File: src/rtl/cpu_pkg.sv
// ============================================================================
// cpu_pkg : shared arbiter state encodings, default widths, tie-break helper
// Revision: 1.0
// ============================================================================
`default_nettype none

package cpu_pkg;

  localparam int DEF_AW = 8;
  localparam int DEF_DW = 8;
  localparam int CNT_W  = 4;

  typedef enum logic [1:0] {
    ARB_IDLE   = 2'd0,
    ARB_ACCESS = 2'd1,
    ARB_DONE   = 2'd2,
    ARB_LOCKED = 2'd3
  } arb_state_t;

  // On a tie the requester that was not served last wins.
  function automatic logic pick_ldr(input logic core_req, input logic ldr_req,
                                    input logic last_ldr);
    return ldr_req & (~core_req | ~last_ldr);
  endfunction

endpackage

`default_nettype wire

File: src/rtl/arb_wait_cnt.sv
// ============================================================================
// arb_wait_cnt : loadable down-counter with zero flag (memory access hold)
// Revision: 1.0
// ============================================================================
`default_nettype none

module arb_wait_cnt
  import cpu_pkg::*;
#(
  parameter int W = CNT_W
) (
  input  logic         clk_in,
  input  logic         rst,
  input  logic         i_load,
  input  logic [W-1:0] i_load_val,
  input  logic         i_dec,
  output logic         o_zero
);

  logic [W-1:0] r_cnt;

  always_ff @(posedge clk_in or negedge rst) begin
    if (!rst) begin
      r_cnt <= '0;
    end else if (i_load) begin
      r_cnt <= i_load_val;
    end else if (i_dec && (r_cnt != '0)) begin
      r_cnt <= r_cnt - 1'b1;
    end
  end

  assign o_zero = (r_cnt == '0);

endmodule

`default_nettype wire

File: src/rtl/mem_arbiter.sv
// ============================================================================
// mem_arbiter : round-robin memory arbiter between CPU core and loader port.
// Optional macro LDR_LOCK_EN adds ldr_lock and a LOCKED loader-ownership state.
// Revision: 1.0
// ============================================================================
`default_nettype none

module mem_arbiter
  import cpu_pkg::*;
#(
  parameter int AW       = DEF_AW,
  parameter int DW       = DEF_DW,
  parameter int WAIT_CYC = 1
) (
  input  logic          clk_in,
  input  logic          rst,
  input  logic          core_req,
  input  logic          core_we,
  input  logic [AW-1:0] core_addr,
  input  logic [DW-1:0] core_wdata,
  output logic [DW-1:0] core_rdata,
  output logic          core_ack,
  input  logic          ldr_req,
  input  logic          ldr_we,
  input  logic [AW-1:0] ldr_addr,
  input  logic [DW-1:0] ldr_wdata,
`ifdef LDR_LOCK_EN
  input  logic          ldr_lock,
`endif
  output logic [DW-1:0] ldr_rdata,
  output logic          ldr_gnt,
  output logic          ldr_ack,
  output logic          mem_cs,
  output logic          mem_we,
  output logic [AW-1:0] mem_addr,
  output logic [DW-1:0] mem_wdata,
  input  logic [DW-1:0] mem_rdata,
  output logic          clk_ena,
  output logic          busy
);

  localparam logic [CNT_W-1:0] c_wait_load = CNT_W'(WAIT_CYC - 1);

  arb_state_t    r_state, w_state_nxt;
  logic          r_last_ldr, w_last_ldr_nxt;
  logic          r_sel_ldr, w_sel_ldr_nxt;
  logic          r_mem_cs, w_mem_cs_nxt;
  logic          r_mem_we, w_mem_we_nxt;
  logic [AW-1:0] r_mem_addr, w_mem_addr_nxt;
  logic [DW-1:0] r_mem_wdata, w_mem_wdata_nxt;
  logic [DW-1:0] r_core_rdata, w_core_rdata_nxt;
  logic [DW-1:0] r_ldr_rdata, w_ldr_rdata_nxt;
  logic          r_core_ack, w_core_ack_nxt;
  logic          r_ldr_ack, w_ldr_ack_nxt;
  logic          r_ldr_gnt, w_ldr_gnt_nxt;
  logic          w_grant, w_grant_ldr;
  logic          w_cnt_load, w_cnt_dec, w_cnt_zero;

  arb_wait_cnt #(.W(CNT_W)) u_wait_cnt (
    .clk_in     (clk_in),
    .rst        (rst),
    .i_load     (w_cnt_load),
    .i_load_val (c_wait_load),
    .i_dec      (w_cnt_dec),
    .o_zero     (w_cnt_zero)
  );

  always_ff @(posedge clk_in or negedge rst) begin
    if (!rst) begin
      r_state      <= ARB_IDLE;
      r_last_ldr   <= 1'b1;
      r_sel_ldr    <= 1'b0;
      r_mem_cs     <= 1'b0;
      r_mem_we     <= 1'b0;
      r_mem_addr   <= '0;
      r_mem_wdata  <= '0;
      r_core_rdata <= '0;
      r_ldr_rdata  <= '0;
      r_core_ack   <= 1'b0;
      r_ldr_ack    <= 1'b0;
      r_ldr_gnt    <= 1'b0;
    end else begin
      r_state      <= w_state_nxt;
      r_last_ldr   <= w_last_ldr_nxt;
      r_sel_ldr    <= w_sel_ldr_nxt;
      r_mem_cs     <= w_mem_cs_nxt;
      r_mem_we     <= w_mem_we_nxt;
      r_mem_addr   <= w_mem_addr_nxt;
      r_mem_wdata  <= w_mem_wdata_nxt;
      r_core_rdata <= w_core_rdata_nxt;
      r_ldr_rdata  <= w_ldr_rdata_nxt;
      r_core_ack   <= w_core_ack_nxt;
      r_ldr_ack    <= w_ldr_ack_nxt;
      r_ldr_gnt    <= w_ldr_gnt_nxt;
    end
  end

  always_comb begin
    w_state_nxt      = r_state;
    w_last_ldr_nxt   = r_last_ldr;
    w_sel_ldr_nxt    = r_sel_ldr;
    w_mem_cs_nxt     = r_mem_cs;
    w_mem_we_nxt     = r_mem_we;
    w_mem_addr_nxt   = r_mem_addr;
    w_mem_wdata_nxt  = r_mem_wdata;
    w_core_rdata_nxt = r_core_rdata;
    w_ldr_rdata_nxt  = r_ldr_rdata;
    w_core_ack_nxt   = 1'b0;
    w_ldr_ack_nxt    = 1'b0;
    w_ldr_gnt_nxt    = r_ldr_gnt;
    w_grant          = 1'b0;
    w_grant_ldr      = 1'b0;
    w_cnt_load       = 1'b0;
    w_cnt_dec        = 1'b0;

    case (r_state)
      ARB_IDLE: begin
        w_grant     = core_req | ldr_req;
        w_grant_ldr = pick_ldr(core_req, ldr_req, r_last_ldr);
      end
      ARB_ACCESS: begin
        if (w_cnt_zero) begin
          if (!r_mem_we) begin
            if (r_sel_ldr) w_ldr_rdata_nxt = mem_rdata;
            else           w_core_rdata_nxt = mem_rdata;
          end
          w_mem_cs_nxt   = 1'b0;
          w_mem_we_nxt   = 1'b0;
          w_core_ack_nxt = ~r_sel_ldr;
          w_ldr_ack_nxt  = r_sel_ldr;
          w_state_nxt    = ARB_DONE;
        end else begin
          w_cnt_dec = 1'b1;
        end
      end
      ARB_DONE: begin
        w_state_nxt   = ARB_IDLE;
        w_ldr_gnt_nxt = 1'b0;
`ifdef LDR_LOCK_EN
        if (r_sel_ldr && ldr_lock) begin
          w_state_nxt   = ARB_LOCKED;
          w_ldr_gnt_nxt = 1'b1;
        end
`endif
      end
`ifdef LDR_LOCK_EN
      ARB_LOCKED: begin
        // Once unlocked, arbitrate in this very cycle so a waiting core is not delayed.
        if (ldr_lock) begin
          w_grant     = ldr_req;
          w_grant_ldr = 1'b1;
        end else begin
          w_grant     = core_req | ldr_req;
          w_grant_ldr = pick_ldr(core_req, ldr_req, r_last_ldr);
          if (!w_grant) begin
            w_state_nxt   = ARB_IDLE;
            w_ldr_gnt_nxt = 1'b0;
          end
        end
      end
`endif
      default: begin
        w_state_nxt   = ARB_IDLE;
        w_mem_cs_nxt  = 1'b0;
        w_mem_we_nxt  = 1'b0;
        w_ldr_gnt_nxt = 1'b0;
      end
    endcase

    if (w_grant) begin
      w_state_nxt     = ARB_ACCESS;
      w_mem_cs_nxt    = 1'b1;
      w_mem_we_nxt    = w_grant_ldr ? ldr_we    : core_we;
      w_mem_addr_nxt  = w_grant_ldr ? ldr_addr  : core_addr;
      w_mem_wdata_nxt = w_grant_ldr ? ldr_wdata : core_wdata;
      w_cnt_load      = 1'b1;
      w_last_ldr_nxt  = w_grant_ldr;
      w_sel_ldr_nxt   = w_grant_ldr;
      w_ldr_gnt_nxt   = w_grant_ldr;
    end
  end

  assign core_rdata = r_core_rdata;
  assign core_ack   = r_core_ack;
  assign ldr_rdata  = r_ldr_rdata;
  assign ldr_ack    = r_ldr_ack;
  assign ldr_gnt    = r_ldr_gnt;
  assign mem_cs     = r_mem_cs;
  assign mem_we     = r_mem_we;
  assign mem_addr   = r_mem_addr;
  assign mem_wdata  = r_mem_wdata;
  assign clk_ena    = ~(core_req & ~r_core_ack);
  assign busy       = (r_state != ARB_IDLE);

endmodule

`default_nettype wire

File: config.mk
export PLATFORM = sky130hd
export DESIGN_NAME = mem_arbiter
export DESIGN_NICKNAME = d
export VERILOG_FILES = /design/src/rtl/cpu_pkg.sv /design/src/rtl/arb_wait_cnt.sv /design/src/rtl/mem_arbiter.sv
export SDC_FILE = /design/constraint.sdc
export NUM_CORES = 1
export LEC_CHECK = 0
export ABC_AREA = 1
export CAP_MARGIN = 10
export CELL_PAD_IN_SITES_DETAIL_PLACEMENT = 1
export CELL_PAD_IN_SITES_GLOBAL_PLACEMENT = 1
export CORE_ASPECT_RATIO = 0.9
export CORE_UTILIZATION = 31
export CTS_CLUSTER_SIZE = 16
export DETAILED_ROUTE_END_ITERATION = 7
export PLACE_DENSITY_LB_ADDON = 0.05
export SYNTH_ARGS = -nofsm -noshare
export SYNTH_HDL_FRONTEND = slang
export SYNTH_SLANG_ARGS = --single-unit
File: constraint.sdc
create_clock -name clk_in -period 1.7 [get_ports clk_in]
set_clock_uncertainty 0.05 [all_clocks]
set_input_delay 0.17 -clock clk_in [delete_from_list [all_inputs] [get_ports clk_in]]
set_output_delay 0.17 -clock clk_in [all_outputs]
set_load 0.02 [all_outputs]
==> results of run 1 <==
report_power, final:
group	total (uW)	switching [uW]	leakage [uW]	internal, uW
Sequential	1850	298	0.000561	1560
Combinational	3130	1750	0.00104	1380
Clock	793	365	0.0000540	428
Total	5770	2410	0.00166	3360
timing repair:
item / 4_1_cts / 5_1_grt
setup endpoints to repair: 1 / 0
hold buffers: 1 / 0
buffers inserted: 0 / 0
resized for setup: 1 / 0
hold endpoints to repair: 16 / 0
metrics by stage:
stage	hold WS (ps)	instance area [um^2]	utilization	total power [uW]	std cells
finish	291.9	3306	0.4940	5773	450
global route	324.9	3306	0.4940	6201	450
CTS	305.3	3306	0.4940	5864	450
detailed placement	87.12	3193	0.4772	5049	442
global placement	95.25	3193	0.4772	4983	442
floorplan	-175.6	2187	-	3577	264
registers in the layout, indices dropped and copies added, names as in the netlist:
| register | cells |
|---|---|
| core_rdata | 8 |
| ldr_rdata | 8 |
| mem_addr | 8 |
| mem_wdata | 8 |
| u_wait_cnt.r_cnt | 4 |
| r_state | 2 |
| core_ack | 1 |
| ldr_ack | 1 |
| ldr_gnt | 1 |
| mem_cs | 1 |
| mem_we | 1 |
| r_last_ldr | 1 |
| r_sel_ldr | 1 |
worst max-delay path: cells and delay by family (launching register included):
family / cells / cell delay (ps)
buffers and inverters: 2 / 640
DFF: 1 / 390
and+or+nand+nor: 1 / 50
worst min path at each step:
stage,startpoint,endpoint,slack (ps),cells past startpoint
6_report,rst,mem_addr[1],290,2
5_1_grt,rst,mem_addr[4],320,2
4_1_cts,rst,core_rdata[3],310,2
3_5_place_dp,rst,mem_addr[1],90,1
3_3_place_gp,rst,mem_addr[6],100,1
2_1_floorplan,rst,core_ack,-180,0
kinds of logic (layout without fill, tap and decap cells):
| logic type | Yosys count | after routing | synth area share |
|---|---|---|---|
| xor+xnor | 1 | 1 | 0.004005 |
| flops | 45 | 45 | 0.5155 |
| compound gates | 6 | 6 | 0.01545 |
| buf+inv | 38 | 134 | 0.08352 |
| fa+ha+maj | 2 | 2 | 0.01144 |
| simple gates | 172 | 172 | 0.3701 |
layout make-up:
class	instances	area (um^2)	share of cell area
sequential	45	1127	0.3410
timing repair buffer	97	972.2	0.2941
multi-input combinational	181	877.1	0.2653
inverter	30	112.6	0.03407
tap	90	112.6	0.03407
clock buffer	5	68.82	0.02082
clock inverter	2	35.03	0.01060
per-layer routing:
layer | global-route usage | wire (um) | up-vias
li1 | - | - | 1006
met1 | 0.2280 | 2784 | 974
met2 | 0.3008 | 2821 | 50
met3 | 0.03704 | 305 | 2
met4 | 0.03871 | 33 | 0
met5 | 0 | 0 | -
cells in the final DEF (no fill, tap or decap), drive strengths merged, types with 2 or more instances in the layout:
cell	n
nor2	10
ha	2
o21ai	5
nand4	4
or2	15
buf	13
nand2	105
clkbuf	5
dfrtp	44
nand3	38
clkdlybuf4s50	82
inv	30
==> results, run 1 <==
- Global routing finished with a remaining overflow of 0.
- The largest net degree at the start of global routing is 30.
- For this block, the via count after detailed routing is 2032.
- The internal reg-to-reg setup slack is 240 ps.
- The via count of the first global-routing pass is 2140.
- The global-route total usage across every layer is 0.1747.
- For this run, the register share of the synthesized area comes to 0.5154.
- The number of max-slew violations in the final report came to 0.
- In this design, the stage delay of the slowest critical-path cell is 590 ps.
- The number of antenna violations at the first check in global routing is 0.
- Yosys mapped a number of flops with a built-in enable equal to 0.
- By area the synthesized netlist is led by sky130_fd_sc_hd__dfrtp_1, sky130_fd_sc_hd__nand2_1, sky130_fd_sc_hd__nand3_1.
- The clock sink total is 45.
- The maximum level of the CTS H-tree is 2.
- The worst register-to-register path begins at u_wait_cnt.r_cnt[1].
- Traced cell by cell, the critical path runs through inv_1 > nand2_1 > clkdlybuf4s50_1.
- The number of input and output port buffers inserted is 84.
- The total power divided by cell area is 1746 mW/mm^2.
- After detailed routing, the number of remaining DRC violations is 0.
- The final critical-path required period is 1588 ps.
- In this run the vertical extent of the chip is 81.69 um.
- The smallest setup slack after layout is 111.7 ps.
- The final net count is 408.
- The run finished with clean final reports.
- The number of max-capacitance violations reported is 0.
- The first-pass GRT wire length is 10270 um.
- The gate count after technology mapping is 264.
- For this configuration, the core starts out at a cell density of 0.3269.
- The overall die area is 0.007396 mm^2.
- Wires add up to 5944 um.
- The maximum VDD drop is 0.7097 mV.
- The relative max-transition margin is 0.7052.
- Detailed placement ended at an HPWL of 4478 um.
- The pre-antenna-repair detailed-routing pass consisted of 4 iterations.
- The data required time of the critical path is 1480 ps.
- The TritonCTS buffer count is 5.
- The capturing element type of the critical path is an output port.
- The register clock-pin slew on the reported worst setup and hold paths is 90 ps.
- By count the netlist is led by sky130_fd_sc_hd__nand2_1, sky130_fd_sc_hd__dfrtp_1, sky130_fd_sc_hd__nand3_1, sky130_fd_sc_hd__inv_1, sky130_fd_sc_hd__or2_0.
- Compared with the post-synthesis result, the final layout area differs by 51.14%.
- The average wire per cell in the routed design is 13.21 um.
- The cell chosen for the clock root is sky130_fd_sc_hd__clkbuf_8.
- In the final layout, the share of cells above drive strength 1 is 0.1111.
- The final hold violation count is 0.
- The area of the placeable core is 0.006691 mm^2.
- Counting the fill cells in the layout gives 806.
- The worst setup timing slack at the placement stage is 118.2 ps.
- The worst-case clock buffer depth is 2.
- The repair_antennas step left the layout with diodes totalling 0.
- Summed over all instances, the cell type with the most area after synthesis is sky130_fd_sc_hd__dfrtp_1.
- The category of the worst setup path launch point is a flop.
- The share of the cycle needed by the critical path after routing is 0.9343.
- The fraction of synthesis flops using an asynchronous set or reset pin is 1.000.
- The cell area that synthesis handed to floorplanning was 0.002187 mm^2.
- The Yosys step of the flow raised 0 warnings.
- Setup violations remaining at the end of the flow were counted as 0.
- The analysis attributes to cell leakage a power of 0.001657 uW.
- The via density per instance is 4.516.
- The depth of the worst register-to-register path is 8.
- The share of the synthesized area in the top cell type is 0.5034.
- Adding up every negative setup slack in the final design gives 0 ps.
- For this run, the leading register cell type out of synthesis is sky130_fd_sc_hd__dfrtp_1.
- The number of nets produced by synthesis is 312.
- The insertion delay of the later-clocked pin in the worst-skew pair is 290 ps.
- By instance count, the leading cell after synthesis is sky130_fd_sc_hd__nand2_1.
- For the pin with the worst max-slew slack, the measured transition is 441.7 ps.
- In this run the worst setup path terminates at clk_ena.
- For this run, the top clock speed supported by timing is 0.6296 GHz.
- The startpoint of the most critical setup path is core_ack.
- The worst endpoint data arrival time is 1370 ps.
- The highest net fanout along the worst path is 2.
- The worst hold path class is input port to async pin.
- After the first detailed-routing iteration, the DRC count stood at 71.
- In this run the horizontal extent of the chip is 90.54 um.
- Synthesis inferred 45 register bits.
- Setup repair after global routing left no endpoint under its margin.
- The average instance in the mapped netlist occupies 8.284 um^2.
- The number of distinct standard cells referenced by the synthesized netlist is 26.
- In this run the core area contains 28 standard-cell rows.
- The clock tree from TritonCTS is built.
- The final weighted congestion in routability-driven placement is 0.7564.
- The end of the worst register-to-register path is ldr_rdata[3].
- The top-level I/O count is 85.
- The worst setup path is of the flop to output port kind.
- The master of the slowest instance on the critical path is sky130_fd_sc_hd__clkdlybuf4s50_1.
- In this run the remaining antenna-violating nets after routing total 0.
Power figures use the tool's default switching activity.
==> inputs of run 2 (changes only) <==
--- a/config.mk
+++ b/config.mk
@@ -14,6 +14,7 @@
 export CTS_CLUSTER_SIZE = 16
 export DETAILED_ROUTE_END_ITERATION = 7
 export PLACE_DENSITY_LB_ADDON = 0.05
+export SLEW_MARGIN = 20
 export SYNTH_ARGS = -nofsm -noshare
 export SYNTH_HDL_FRONTEND = slang
 export SYNTH_SLANG_ARGS = --single-unit
==> results of run 2 <==
Final layout, timing and power as in run 1 (identical DEF).
